## config.mk

```make
export PLATFORM = sky130hd
export DESIGN_NAME = f_ifu
export DESIGN_NICKNAME = d
export VERILOG_FILES = /design/src/rtl/f_ifu_pkg.sv /design/src/rtl/f_addr_check.sv /design/src/rtl/f_ifu.sv
export SDC_FILE = /design/constraint.sdc
export NUM_CORES = 1
export LEC_CHECK = 0
export CAP_MARGIN = 10
export CORE_MARGIN = 2
export CORE_UTILIZATION = 45
export CTS_CLUSTER_SIZE = 20
export DETAILED_ROUTE_END_ITERATION = 12
export PLACE_DENSITY = 0.86
export REMOVE_ABC_BUFFERS = 1
export SLEW_MARGIN = 20
export SYNTH_ARGS = -nofsm -noshare
export SYNTH_HDL_FRONTEND = slang
export SYNTH_SLANG_ARGS = --single-unit
```

## constraint.sdc

```tcl
create_clock -name clk -period 2.66 [get_ports clk]
set_input_delay 0.798 -clock clk [delete_from_list [all_inputs] [get_ports clk]]
set_output_delay 0.798 -clock clk [all_outputs]
set_load 0.05 [all_outputs]
```

## src/rtl/f_ifu_pkg.sv

```systemverilog
// f_ifu_pkg
// Shared constants and types for the instruction fetch unit.
//   PC_RESET / IM_BASE / IM_LIMIT : fetch address map (IM_LIMIT is the last legal word)
//   NOP_INSTR                     : instruction presented for a faulting fetch
//   state_t                       : fetch FSM encoding (2'd3 is unused and recovers to FETCH)
package f_ifu_pkg;

  localparam logic [31:0] PC_RESET  = 32'h0000_3000;
  localparam logic [31:0] IM_BASE   = 32'h0000_3000;
  localparam logic [31:0] IM_LIMIT  = 32'h0000_6FFC;
  localparam logic [31:0] NOP_INSTR = 32'h0000_0000;

  typedef enum logic [1:0] {
    FETCH = 2'd0,
    WAIT  = 2'd1,
    READY = 2'd2
  } state_t;

endpackage

```

## src/rtl/f_addr_check.sv

```systemverilog
// f_addr_check
// Combinational legality check for a fetch PC.
//   pc    : candidate fetch address
//   legal : 1 when pc is word-aligned and inside [IM_BASE, IM_LIMIT]
module f_addr_check
  import f_ifu_pkg::*;
(
  input  logic [31:0] pc,
  output logic        legal
);

  // Alignment and range are both required; IM_LIMIT is itself aligned, so
  // an aligned pc <= IM_LIMIT can never straddle the end of memory.
  assign legal = (pc[1:0] == 2'b00) && (pc >= IM_BASE) && (pc <= IM_LIMIT);

endmodule

```

## src/rtl/f_ifu.sv

```systemverilog
// f_ifu
// Instruction fetch unit: FETCH issues one request, WAIT holds until the
// memory answers, READY presents the instruction to D until it is consumed.
//   clk, reset        : rising-edge clock, asynchronous active-low reset
//   npc               : next PC, sampled only when D consumes (READY, stall = 0)
//   stall             : D is not consuming this cycle (only matters in READY)
//   i_req / i_addr    : instruction-memory read request and word address (= F_pc)
//   i_rvalid/i_rdata  : instruction-memory response, only honoured in WAIT
//   F_pc / F_instr    : instruction presented to D
//   F_valid           : 1 exactly in READY
//   F_adel            : presented PC was misaligned or out of range
//   F_cnt             : number of instructions consumed by D (wraps)
module f_ifu
  import f_ifu_pkg::*;
(
  input  logic        clk,
  input  logic        reset,
  input  logic [31:0] npc,
  input  logic        stall,
  output logic        i_req,
  output logic [31:0] i_addr,
  input  logic        i_rvalid,
  input  logic [31:0] i_rdata,
  output logic [31:0] F_pc,
  output logic [31:0] F_instr,
  output logic        F_valid,
  output logic        F_adel,
  output logic [31:0] F_cnt
);

  state_t state;
  state_t next_state;
  logic   pc_legal;
  logic   consume;
  logic   capture;
  logic   fault;

  f_addr_check u_addr_check (
    .pc    (F_pc),
    .legal (pc_legal)
  );

  // State register.
  always_ff @(posedge clk or negedge reset) begin
    if (!reset) begin
      state <= FETCH;
    end else begin
      state <= next_state;
    end
  end

  // Next-state logic. A legal FETCH always goes to WAIT and WAIT only leaves
  // on a response, so at most one request is ever in flight. The unused
  // encoding falls into the default and recovers to FETCH.
  always_comb begin
    next_state = FETCH;
    case (state)
      FETCH:   next_state = pc_legal ? WAIT : READY;
      WAIT:    next_state = i_rvalid ? READY : WAIT;
      READY:   next_state = stall ? READY : FETCH;
      default: next_state = FETCH;
    endcase
  end

  // Output decode. i_req is qualified with reset so it stays low while the
  // block is held in reset, yet rises as soon as reset is released with
  // state = FETCH and F_pc = PC_RESET already in place.
  always_comb begin
    i_req   = 1'b0;
    F_valid = 1'b0;
    consume = 1'b0;
    capture = 1'b0;
    fault   = 1'b0;
    case (state)
      FETCH: begin
        i_req = reset && pc_legal;
        fault = !pc_legal;
      end
      WAIT: begin
        capture = i_rvalid;
      end
      READY: begin
        F_valid = 1'b1;
        consume = !stall;
      end
      default: ;
    endcase
  end

  assign i_addr = F_pc;

  // Presented-instruction registers. F_pc only moves on the consume cycle,
  // which is also the cycle READY is left, so it is stable whenever
  // F_valid is high.
  always_ff @(posedge clk or negedge reset) begin
    if (!reset) begin
      F_pc    <= PC_RESET;
      F_instr <= NOP_INSTR;
      F_adel  <= 1'b0;
      F_cnt   <= 32'd0;
    end else begin
      if (fault) begin
        F_instr <= NOP_INSTR;
        F_adel  <= 1'b1;
      end else if (capture) begin
        F_instr <= i_rdata;
        F_adel  <= 1'b0;
      end
      if (consume) begin
        F_pc  <= npc;
        F_cnt <= F_cnt + 32'd1;
      end
    end
  end

endmodule

```

# Word level (Yosys, flattened, before mapping)
# Index checks and enable logic that the tools add are counted.
# word_totals
latchBits,0
mem_count,0
ff_bits,99
in_bits,68
elab_cells,31
out_inout_bits,131
romBits,0
mem_bits_rw,0
# op_classes
muxes,13
div_mod_pow,0
addsub,1
multipliers,0
bitwise_logic,0
shifts,0
eq_ne,2
reduce_logical,8
magnitude_cmp,2
# ops
cell,n
2-to-1 mux 32 bit,2
adder 32 x 1 -> 32 bit (second input constant),1
>= comparator 32 x 14 -> 1 bit (second input constant),1
less-or-equal comparator 32 x 15 -> 1 bit (second input constant),1
2-to-1 mux 1 bit,7
2-to-1 mux 2 bit,3
one-hot mux 2 bit (3 select lines),1
logical NOT 2 bit,2
logical AND 1 bit,3
equality test 2 x 1 -> 1 bit (second input constant),1
equality test 2 bit (second input constant),1
logical NOT 1 bit,2
nonzero test 2 bit,1

# Depth between registers and ports, before layout
# logic_depth
ltp_word,6
depth_mapped,6
depth_no_buf,4

# By module
# A second synthesis with hierarchy kept.
# unflattened
hier_cells,395
area_unflattened_um2,4242.8
# by_module_without_submodules
module,area_per_inst_um2,seq_area_each_um2,cells_per_inst,n_inst
f_ifu,4174.0,2479.9,385,1
f_addr_check,68.8,0.0,10,1

# Worst setup path before layout
# No wires, ideal clock.
# synth_path
kind,register -> output
from,reg F_pc[19]
to,out i_req
path_slack_ns,-0.725
stages_incl_launch_ff,4
n_path_buf,0
required_ns,1.862
t_arrival_ns,2.587
path_cell_list,dfrtp_1 -> nor4_1 -> nand3_1 -> nor4_1
# synth_via
elab_chain_cells,5
elab_cells_between_ends,6
cone_classes,2 x order compare; 1 x mux; 3 x reduce/logical
# synth_lines
element,line,source
start: declaration,f_ifu.sv:24,"output logic [31:0] F_pc,"
start signal: assignment,f_ifu.sv:110,F_pc <= npc;
>= comparator 32 x 14 -> 1 bit,f_addr_check.sv:14,assign legal = (pc[1:0] == 2'b00) && (pc >= IM_BASE) && (pc <= IM_LIMIT);
logical AND 1 bit,f_addr_check.sv:14,
logical AND 1 bit *,f_addr_check.sv:14,
logical AND 1 bit *,f_ifu.sv:76,i_req = reset && pc_legal;
2-to-1 mux 1 bit *,f_ifu.sv:74,case (state)
end: declaration,f_ifu.sv:20,"output logic i_req,"
# Every way passes the cells marked *; elsewhere a longest branch is shown, timed or not.

# Final worst setup path
# layout_path
from,reg F_pc[15]
to,out i_req
# The elaborated chain is that of the path after synthesis.

==> results.ini <==
[outcome]
outcome = finished, final reports clean

[power_and_ir_drop]
power_switching_w = 0.00341
p_per_area_nw_per_um2 = 1060
clkPwrFrac_pct = 12.5
p_int_w = 0.00353
p_comb_share_pct = 56.3
finalPower_w = 0.00693
netSwitchingFraction_pct = 49.1
pwr-share-seq_pct = 31.2
p_leak_nw = 2.76
ir_drop_mv = 1.10

[floorplan]
core_um2 = 9640
rows = 36
fp.dieW_um = 103
ios = 199
dieArea_um2 = 10600
start_util_pct = 45.9
die_h_um = 103

[global_routing]
track_usage_pct = 21.0
grt_max_degree = 54
antenna_found_initial = 0
overflow = 0
grt_pass1_wl_um = 17000
grt_pass1_vias = 3425

[setup_path]
worst-setup-path-type = reg2out
r2r_cells = 6
r2r_end = F_instr[20]
rrSetupSlack_ns = 0.49
endpoint_kind = output port
regToRegStartpoint = F_pc[19]
cp.required_ns = 1.86
cp-start-kind = flip-flop
critPathMaxFanout = 4
critical_path_arrival_ns = 1.76

[detailed_routing]
wl_um = 11200
vias = 3531
drc = 0
routedWlPerCell_um = 15.8
drtPass1Iterations = 6
dr.first_iter.drc_count = 115
ant_nets = 0
avgViaCountPerCell = 4.99

[timing]
fin_crit_sh_pct = 96.3
worstMarginPinSlew_ns = 0.690
finalCriticalPeriod_ns = 2.56
setup_viol = 0
drv_slew = 0
fmax_mhz = 390
slew_headroom_pct = 54.0
finalSetupTns_ns = 0
finalHoldViolCount = 0
rsz0062_at_grt = true
skew_ns = 0.00880

[clocking]
cts_num_sinks = 99
cts-root-buf = clkbuf_8
cts_buffers = 9
cts.htree.levels = 3
clk_latency_ns = 0.36
cts_buffer_depth = 2
cts_tree = yes
clkSlewWorstSetupHoldPaths_ns = 0.09

[logic_synthesis]
ys_seq_area_share_pct = 56.0
synth_seq_cells = 99
synthArstFlopShare_pct = 100
synthCells = 403
synth_cell_types = 34
synth_flop_cell = dfrtp_1
yosys_warnings = 0
synth_edf_count = 0
syn_area_per_cell_um2 = 11.0
synth_area_um2 = 4430

[placed_design]
dp.cells = 691
hpwlAfterDp_um = 8130
globalplace.congestion = 0.784
io_buffers = 198

[finish]
seqCellArea_um2 = 2480
area_growth_pct = 47.7
layout-drive-gt1-share_pct = 12.2
stdcell_count = 708
diodes = 0
multi_input_comb_area_um2 = 1630
fill_cells = 732
nets = 639

[job]
maxCapViolCount = 0

[min_path]
hold_path_depth = 1
worstHoldPathType = reg2reg
hold_end = F_cnt[31]
min-delay-start = F_cnt[31]

## synthesized netlist by cell type (2+ instances only)
cell type	number	area, µm²
nand2_1	81	304
clkbuf_1	13	48.8
nand3_1	7	35.0
or4_1	2	15.0
nor3_1	12	60.1
xnor2_1	9	78.8
dfrtp_1	97	2430
and4_1	2	17.5
nor4_4	3	63.8
nor4b_1	2	17.5
buf_1	4	15.0
buf_2	2	10.0
dfstp_2	2	52.6
a21oi_1	33	165
nor2_1	6	22.5
buf_4	32	240
and3_1	3	18.8
inv_1	6	22.5
xor2_1	23	201
mux2_2	33	372
nand4_1	6	37.5
nor4_1	13	81.3
## flip-flops by register name, summed over array words and instances (netlist names)
register and flops:
F_cnt 32, state 2, F_adel 1, F_instr 32
F_pc 32
## placed cells by master (no fill, tap or decap), types with 2 or more instances in the layout
cell type	netlist	layout
clkbuf_1	13	3
and4_1	2	2
nand4_1	6	6
nor4_4	3	4
inv_1	6	6
buf_4	32	11
dfrtp_1	97	97
dfstp_2	2	2
clkdlybuf4s50_1	0	195
mux2_2	33	33
nor2_1	6	5
and3_1	3	3
clkinv_2	0	2
nor3_1	12	12
xnor2_1	9	9
a21oi_1	33	33
nand2_1	81	81
clkbuf_8	0	11
nor4_1	13	11
xor2_1	23	23
nor4b_1	2	2
or4_1	2	2
nand3_1	7	7
## kinds of logic (layout without fill, tap and decap cells)
| kind of cell | Yosys count | in the layout | share of synthesized area [%] |
|---|---|---|---|
| adders and majority gates | 1 | 1 | 0.283 |
| xor gates and xnor gates | 32 | 32 | 6.33 |
| buffers and inverters | 58 | 230 | 7.86 |
| and+or+nand+nor | 144 | 144 | 16.8 |
| AOI/OAI and AO/OA | 36 | 36 | 4.32 |
| DFF | 99 | 99 | 56.0 |
| muxes | 33 | 33 | 8.39 |
## layout make-up
class                           instances  share of cell area [%]
Clock buffer                           14                    2.49
Clock inverter                          2                   0.153
Inverter                                6                   0.344
Multi-Input combinational cell        246                    24.9
Sequential cell                        99                    37.9
Tap cell                              133                    2.55
Timing Repair Buffer                  208                    31.6
## per-stage QoR
| step | util (%) | instance area (µm²) | hold slack (ns) | worst slack, ns |
|---|---|---|---|---|
| after CTS | 67.7 | 6530 | 0.475 | 0.00637 |
| after floorplan | - | 4100 | 0.474 | -1.24 |
| after global routing | 67.8 | 6540 | 0.483 | -0.0304 |
| final | 67.8 | 6540 | 0.468 | 0.0986 |
| after global placement | 65.7 | 6330 | 0.458 | 0.212 |
| after detailed placement | 65.7 | 6330 | 0.463 | 0.179 |
## worst max-delay path: stages, from the launching register on
cell,delay [ns]
dfrtp_1,0.42
nor4_2,0.30
nand2_1,0.17
nor4_4,0.34
buf_12,0.18
## how the worst max path moves through the flow
stage / start / slack [ns] / depth (start not counted) / to
floorplan: stall / -1.24 / 4 / F_cnt[25]
global placement: stall / 0.21 / 6 / F_cnt[23]
detailed placement: stall / 0.18 / 6 / F_cnt[12]
CTS: F_pc[19] / 0.006 / 4 / i_req
global route: F_pc[15] / -0.03 / 4 / i_req
finish: F_pc[15] / 0.1 / 4 / i_req
## power groups by stage
stage / logic (W) / clock network, W / registers, W
floorplan: 0.000525 / 0 / 0.00406
global placement: 0.00389 / 0 / 0.00216
detailed placement: 0.00390 / 0 / 0.00218
CTS: 0.00393 / 0.000906 / 0.00216
global route: 0.00404 / 0.000975 / 0.00221
finish: 0.00390 / 0.000868 / 0.00216
## timing repair
| action | 4_1_cts | 5_1_grt |
|---|---|---|
| hold buffers | 0 | 0 |
| setup endpoints to repair | 1 | 2 |
| pin swaps | 1 | 1 |
| gates resized for setup | 2 | 2 |
| buffers inserted | 1 | 0 |
## per-layer routing
| layer | track usage, % | wire length, µm | vias up |
|---|---|---|---|
| li1 | - | - | 1660 |
| met4 | 9.31 | 199 | 0 |
| met5 | 0 | 0 | - |
| met2 | 35.5 | 5580 | 144 |
| met3 | 5.71 | 825 | 17 |
| met1 | 25.3 | 4620 | 1710 |
Power figures use the tool's default switching activity.
